**config.mk**
```make
export PLATFORM = sky130hd
export DESIGN_NAME = des_f_round
export DESIGN_NICKNAME = d
export VERILOG_FILES = /design/src/rtl/des_f_round.sv
export SDC_FILE = /design/constraint.sdc
export NUM_CORES = 1
export LEC_CHECK = 0
export CAP_MARGIN = 20
export CORE_UTILIZATION = 30
export DETAILED_ROUTE_END_ITERATION = 7
export SLEW_MARGIN = 10
export SYNTH_ARGS = -nofsm -noshare
export SYNTH_HDL_FRONTEND = slang
export SYNTH_SLANG_ARGS = --single-unit
```
**constraint.sdc**
```tcl
create_clock -name clk -period 5 [get_ports clk]
set_clock_uncertainty 0.05 [all_clocks]
set_input_delay 1 -clock clk [delete_from_list [all_inputs] [get_ports clk]]
set_output_delay 1 -clock clk [all_outputs]
set_load 0.03 [all_outputs]
```
**src/rtl/des_f_round.sv**
```systemverilog
// DES round: stage 1 registers X = E(R) ^ K, stage 2 applies S-boxes,
// P and the Feistel XOR. Valid/ready handshake on both sides.
//
// Ports:
//   clk, rst_n          clock, async active-low reset
//   in_valid/in_ready   input handshake for l_in, r_in, subkey, swap_en
//   l_in, r_in [1:32]   input halves (bit 1 = MSB)
//   subkey [1:48]       round key
//   swap_en             1 = normal round, 0 = final round (no swap)
//   out_valid/out_ready output handshake for l_out, r_out
//   l_out, r_out [1:32] round result halves
module des_f_round (
    input  logic        clk,
    input  logic        rst_n,
    input  logic        in_valid,
    output logic        in_ready,
    input  logic [1:32] l_in,
    input  logic [1:32] r_in,
    input  logic [1:48] subkey,
    input  logic        swap_en,
    output logic        out_valid,
    input  logic        out_ready,
    output logic [1:32] l_out,
    output logic [1:32] r_out
);

    // Each table holds 64 nibbles, row-major (row 0 col 0 first).
    localparam logic [0:7][255:0] SBOX = {
        256'hE4D12FB83A6C5907_0F74E2D1A6CB9538_41E8D62BFC973A50_FC8249175B3EA06D,
        256'hF18E6B34972DC05A_3D47F28EC01A69B5_0E7BA4D158C6932F_D8A13F42B67C05E9,
        256'hA09E63F51DC7B428_D709346A285ECBF1_D6498F30B12C5AE7_1AD069874FE3B52C,
        256'h7DE3069A1285BC4F_D8B56F03472C1AE9_A690CB7DF13E5284_3F06A1D8945BC72E,
        256'h2C417AB6853FD0E9_EB2C47D150FA3986_421BAD78F9C5630E_B8C71E2D6F09A453,
        256'hC1AF92680D34E75B_AF427C9561DE0B38_9EF528C3704A1DB6_432C95FABE17608D,
        256'h4B2EF08D3C975A61_D0B7491AE35C2F86_14BDC37EAF680592_6BD814A7950FE23C,
        256'hD2846FB1A93E50C7_1FD8A374C56B0E92_7B419CE206ADF358_21E74A8DFC90356B
    };

    // Row = outer bits {b1,b6}, column = inner bits b2..b5.
    function automatic logic [3:0] sbox_lu(input logic [255:0] tbl,
                                           input logic [5:0]   grp);
        logic [5:0]   idx;
        logic [255:0] t;
        idx = {grp[5], grp[0], grp[4:1]};
        t   = tbl << {idx, 2'b00};
        return t[255:252];
    endfunction

    logic        adv1;
    logic        adv2;

    logic        s1_v_q;
    logic [1:48] x_q;
    logic [1:32] l1_q;
    logic [1:32] r1_q;
    logic        sw1_q;

    logic        s2_v_q;
    logic [1:32] lo_q;
    logic [1:32] ro_q;

    logic [1:48] x_d;
    logic [1:32] s_w;
    logic [1:32] f_w;
    logic [1:32] lx_w;
    logic [1:32] lo_d;
    logic [1:32] ro_d;

    assign adv2     = !s2_v_q || out_ready;
    assign adv1     = !s1_v_q || adv2;
    assign in_ready = adv1;

    assign out_valid = s2_v_q;
    assign l_out     = lo_q;
    assign r_out     = ro_q;

    // E expansion, then key mix.
    assign x_d = {r_in[32], r_in[1:5], r_in[4:9], r_in[8:13],
                  r_in[12:17], r_in[16:21], r_in[20:25],
                  r_in[24:29], r_in[28:32], r_in[1]} ^ subkey;

    for (genvar g = 0; g < 8; g++) begin : gen_sbox
        logic [5:0] grp;
        assign grp = x_q[6*g+1 +: 6];
        assign s_w[4*g+1 +: 4] = sbox_lu(SBOX[g], grp);
    end

    assign f_w = {s_w[16], s_w[7],  s_w[20], s_w[21],
                  s_w[29], s_w[12], s_w[28], s_w[17],
                  s_w[1],  s_w[15], s_w[23], s_w[26],
                  s_w[5],  s_w[18], s_w[31], s_w[10],
                  s_w[2],  s_w[8],  s_w[24], s_w[14],
                  s_w[32], s_w[27], s_w[3],  s_w[9],
                  s_w[19], s_w[13], s_w[30], s_w[6],
                  s_w[22], s_w[11], s_w[4],  s_w[25]};

    assign lx_w = l1_q ^ f_w;
    assign lo_d = sw1_q ? r1_q : lx_w;
    assign ro_d = sw1_q ? lx_w : r1_q;

    always_ff @(posedge clk or negedge rst_n) begin
        if (!rst_n) begin
            s1_v_q <= 1'b0;
            x_q    <= '0;
            l1_q   <= '0;
            r1_q   <= '0;
            sw1_q  <= 1'b0;
        end else if (adv1) begin
            s1_v_q <= in_valid;
            if (in_valid) begin
                x_q   <= x_d;
                l1_q  <= l_in;
                r1_q  <= r_in;
                sw1_q <= swap_en;
            end
        end
    end

    always_ff @(posedge clk or negedge rst_n) begin
        if (!rst_n) begin
            s2_v_q <= 1'b0;
            lo_q   <= '0;
            ro_q   <= '0;
        end else if (adv2) begin
            s2_v_q <= s1_v_q;
            if (s1_v_q) begin
                lo_q <= lo_d;
                ro_q <= ro_d;
            end
        end
    end

endmodule

```
==> impl_metrics.prom <==
# TYPE chip_impl_metric gauge
chip_impl_metric{name="reg2reg_setup_slack",unit="ps"} 1850
chip_impl_metric{name="pre_cts_slack",unit="ps"} 1600
chip_impl_metric{name="internal-power",unit="µW"} 3730
chip_impl_metric{name="max_slew_margin",unit="%"} 28.3
chip_impl_metric{name="synth-seq-cells",unit=""} 179
chip_impl_metric{name="cts.reportedPaths.clkPinSlew",unit="ps"} 70
chip_impl_info{name="worstHoldPathType",value="reg -> reg"} 1
chip_impl_info{name="r2r-end",value="l_out[32]$_DFFE_PN0P_"} 1
chip_impl_info{name="setup.worst_path.end_class",value="output port"} 1
chip_impl_metric{name="antenna-diode-count",unit=""} 0
chip_impl_metric{name="number_of_max_cap_violations",unit=""} 0
chip_impl_metric{name="timing.hold.worst_path_depth",unit=""} 2
chip_impl_metric{name="design.core.area",unit="mm²"} 0.0409
chip_impl_metric{name="post-cts-setup-buffers",unit=""} 0
chip_impl_metric{name="fin_crit_sh",unit="%"} 68.1
chip_impl_metric{name="final-setup-viol-count",unit=""} 0
chip_impl_metric{name="synthDistinctLibCells",unit=""} 72
chip_impl_metric{name="wire_length_of_the_first_global_routing_pass",unit="mm"} 57.4
chip_impl_metric{name="cts_resized",unit=""} 0
chip_impl_metric{name="place.port_buffers",unit=""} 182
chip_impl_metric{name="switching_share",unit="%"} 42.0
chip_impl_info{name="critical_path_class",value="in -> out"} 1
chip_impl_metric{name="reg2reg_depth",unit=""} 8
chip_impl_metric{name="timing.fmax",unit="MHz"} 294
chip_impl_metric{name="total_leakage_power",unit="µW"} 0.00612
chip_impl_info{name="regToRegStartpoint",value="x_q[41]$_DFFE_PN0P_"} 1
chip_impl_metric{name="multiInputGateArea",unit="mm²"} 0.00732
chip_impl_metric{name="final.fill_count",unit=""} 4123
chip_impl_metric{name="syn2layout_area_growth",unit="%"} 21.0
chip_impl_metric{name="cts_num_sinks",unit=""} 179
chip_impl_metric{name="period_needed",unit="ps"} 3410
chip_impl_metric{name="worst_setup_slack_after_layout",unit="ps"} 1590
chip_impl_metric{name="proportion_of_synthesized_chip_area_in_sequential_cells",unit="%"} 35.9
chip_impl_metric{name="critPathArrivalTime",unit="ps"} 2360
chip_impl_metric{name="htreeDepth",unit=""} 4
chip_impl_metric{name="drt-vias-per-instance",unit=""} 5.26
chip_impl_info{name="status",value="completed"} 1
chip_impl_metric{name="largest_net_degree_at_the_start_of_global_routing",unit=""} 113
chip_impl_metric{name="grt_antenna_before_repair",unit=""} 0
chip_impl_metric{name="die_width",unit="µm"} 206
chip_impl_metric{name="vias_in_the_first_global_route",unit=""} 10012
chip_impl_metric{name="synth-warning-count",unit=""} 0
chip_impl_info{name="synth_ff_type",value="sky130_fd_sc_hd__dfrtp_1"} 1
chip_impl_metric{name="place_congestion",unit=""} 0.890
chip_impl_metric{name="cts_inserted_buffers",unit=""} 17
chip_impl_metric{name="routedWlPerCell",unit="µm"} 18.1
chip_impl_metric{name="ir_drop",unit="mV"} 0.242
chip_impl_metric{name="grt_use_total",unit="%"} 17.5
chip_impl_metric{name="cp_max_fo",unit=""} 3
chip_impl_metric{name="postSynthCellCount",unit=""} 1386
chip_impl_metric{name="layout.area.seq",unit="mm²"} 0.00448
chip_impl_info{name="rsz0062_at_grt",value="false"} 1
chip_impl_metric{name="average_instance_area_after_synthesis",unit="µm²"} 9.01
chip_impl_metric{name="vias",unit=""} 10626
chip_impl_metric{name="synthesis.nets",unit=""} 1565
chip_impl_metric{name="combPwrFrac",unit="%"} 43.2
chip_impl_metric{name="effective_utilization_at_floorplan",unit="%"} 30.5
chip_impl_metric{name="first_pass_iters",unit=""} 5
chip_impl_metric{name="design.die.area",unit="mm²"} 0.0424
chip_impl_metric{name="fin_setup_tns",unit="ps"} 0
chip_impl_metric{name="clk-insertion-delay-late",unit="ps"} 450
chip_impl_metric{name="synth.cell_area",unit="mm²"} 0.0125
chip_impl_metric{name="final_antenna_violating_net_count",unit=""} 0
chip_impl_metric{name="async_reset_ff_share",unit="%"} 100
chip_impl_metric{name="power.density_cell_area",unit="mW/mm²"} 426
chip_impl_metric{name="clk_path_buf_depth",unit=""} 2
chip_impl_metric{name="report.final.slew_viol_count",unit=""} 0
chip_impl_metric{name="drtIter0Drc",unit=""} 851
chip_impl_metric{name="route.detailed.drc",unit=""} 0
chip_impl_metric{name="die_height",unit="µm"} 206
chip_impl_info{name="tritoncts",value="done"} 1
chip_impl_metric{name="post_route_cells_drive_above_1_share",unit="%"} 10.5
chip_impl_metric{name="p_sw",unit="µW"} 2710
chip_impl_metric{name="hold_viol",unit=""} 0
chip_impl_metric{name="detailed_place_hpwl",unit="mm"} 26.0
chip_impl_metric{name="route.final.wire_length",unit="mm"} 36.6
chip_impl_metric{name="placement_rows",unit=""} 74
chip_impl_metric{name="cp.required",unit="ps"} 3950
chip_impl_metric{name="synth-edff-count",unit=""} 0
chip_impl_metric{name="pin_count",unit=""} 183
chip_impl_metric{name="seqPwrFrac",unit="%"} 35.5
chip_impl_info{name="cts.root.buffer_cell",value="sky130_fd_sc_hd__clkbuf_16"} 1
chip_impl_info{name="hold_path.startpoint",value="l_out[3]$_DFFE_PN0P_"} 1
chip_impl_metric{name="grt_overflow_total",unit=""} 0
chip_impl_metric{name="nets",unit=""} 1654
chip_impl_metric{name="clock_network_power_share",unit="%"} 21.3
chip_impl_metric{name="cts-hold-fix-buffers",unit=""} 0
chip_impl_metric{name="worst_slew_pin_slew",unit="ps"} 1070
chip_impl_info{name="worstHoldEndpoint",value="l_out[3]$_DFFE_PN0P_"} 1
chip_impl_info{name="setup.worst_path.start_class",value="input pin"} 1
-- power groups by stage --
stage	Sequential (µW)	Clock (µW)	Combinational, µW
2_1_floorplan	2330	0	1760
3_3_place_gp	2300	0	2740
3_5_place_dp	2310	0	2790
4_1_cts	2280	1410	2800
5_1_grt	2350	1460	3050
6_report	2290	1370	2780
-- per-layer routing --
| layer | routed length, µm | global-route usage [%] | vias up | share of wire (%) |
|---|---|---|---|---|
| met1 | 16500 | 23.8 | 5203 | 45 |
| met3 | 2040 | 3.04 | 37 | 5.6 |
| li1 | - | - | 5057 | - |
| met4 | 801 | 5.25 | 0 | 2.2 |
| met2 | 17300 | 28.3 | 329 | 47 |
| met5 | 0 | 0 | - | 0 |
-- cell usage after synthesis, types with 29 or more instances --
| cell type | count | area (µm²) |
|---|---|---|
| sky130_fd_sc_hd__clkbuf_1 | 60 | 225 |
| sky130_fd_sc_hd__xor2_1 | 61 | 534 |
| sky130_fd_sc_hd__inv_1 | 35 | 131 |
| sky130_fd_sc_hd__xnor2_1 | 42 | 368 |
| sky130_fd_sc_hd__o21ai_0 | 91 | 455 |
| sky130_fd_sc_hd__o22ai_1 | 29 | 181 |
| sky130_fd_sc_hd__buf_2 | 36 | 180 |
| sky130_fd_sc_hd__dfrtp_1 | 179 | 4480 |
| sky130_fd_sc_hd__a21oi_1 | 147 | 736 |
| sky130_fd_sc_hd__mux2_2 | 73 | 822 |
| sky130_fd_sc_hd__nand2_1 | 114 | 428 |
| sky130_fd_sc_hd__ha_1 | 62 | 776 |
| sky130_fd_sc_hd__nor2_1 | 146 | 548 |
-- placed cells by master, fill, tap and decap left out, types with 24 or more instances in the layout --
master                            netlist  final
sky130_fd_sc_hd__clkdlybuf4s50_1        0    181
sky130_fd_sc_hd__dfrtp_1              179    178
sky130_fd_sc_hd__a21oi_1              147    147
sky130_fd_sc_hd__nor2_1               146    146
sky130_fd_sc_hd__nand2_1              114    112
sky130_fd_sc_hd__o21ai_0               91     91
sky130_fd_sc_hd__mux2_2                73     73
sky130_fd_sc_hd__ha_1                  62     62
sky130_fd_sc_hd__xor2_1                61     61
sky130_fd_sc_hd__xnor2_1               42     42
sky130_fd_sc_hd__inv_1                 35     34
sky130_fd_sc_hd__o22ai_1               29     29
sky130_fd_sc_hd__mux2i_1               27     27
sky130_fd_sc_hd__nand2b_1              24     24
-- how the worst max path moves through the flow --
stage	from	endpoint	slack [ps]	depth (start not counted)
2_1_floorplan	out_ready	x_q[20]$_DFFE_PN0P_	2270	6
3_3_place_gp	out_ready	in_ready	1590	3
4_1_cts	out_ready	in_ready	1590	3
5_1_grt	out_ready	in_ready	1540	3
6_report	out_ready	in_ready	1590	3
3_5_place_dp	out_ready	in_ready	1600	3
-- worst max-delay path, cell delays in order --
cell	delay [ps]
sky130_fd_sc_hd__clkdlybuf4s50_1	460
sky130_fd_sc_hd__nand3b_1	190
sky130_fd_sc_hd__clkdlybuf4s50_1	700
-- stage by stage --
stage | cells | utilization [%] | hold slack (ps) | cell area, µm² | total power [µW]
2_1_floorplan | 1386 | - | 421 | 12500 | 4090
3_3_place_gp | 1988 | 35.5 | 423 | 14500 | 5040
3_5_place_dp | 1988 | 35.5 | 431 | 14500 | 5100
4_1_cts | 2020 | 36.9 | 448 | 15100 | 6490
5_1_grt | 2020 | 36.9 | 487 | 15100 | 6860
6_report | 2020 | 36.9 | 442 | 15100 | 6440
-- cell type report --
cell class              count  area share [%]
multi-input cells        1047            48.5
flip-flops and latches    179            29.7
repair buffers            189            12.7
well taps                 532            4.41
clock buffers              18            2.84
inverters                  41            1.02
clock inverters            14           0.936
-- state kept, by name, indices dropped and copies added, names as in the netlist --
name / count
x_q: 48
l1_q: 32
l_out: 32
r1_q: 32
r_out: 32
out_valid: 1
s1_v_q: 1
sw1_q: 1
-- cells by family (layout without fill, tap and decap cells) --
kind of cell,Yosys count,in the layout,share of synthesized area (%)
compound gates,401,401,19.4
simple gates,358,358,12.8
flops,179,179,35.9
buf+inv,160,262,5.58
mux,123,123,12.9
xor+xnor,103,103,7.22
fa+ha+maj,62,62,6.21
(Power assumes the default switching activity.)
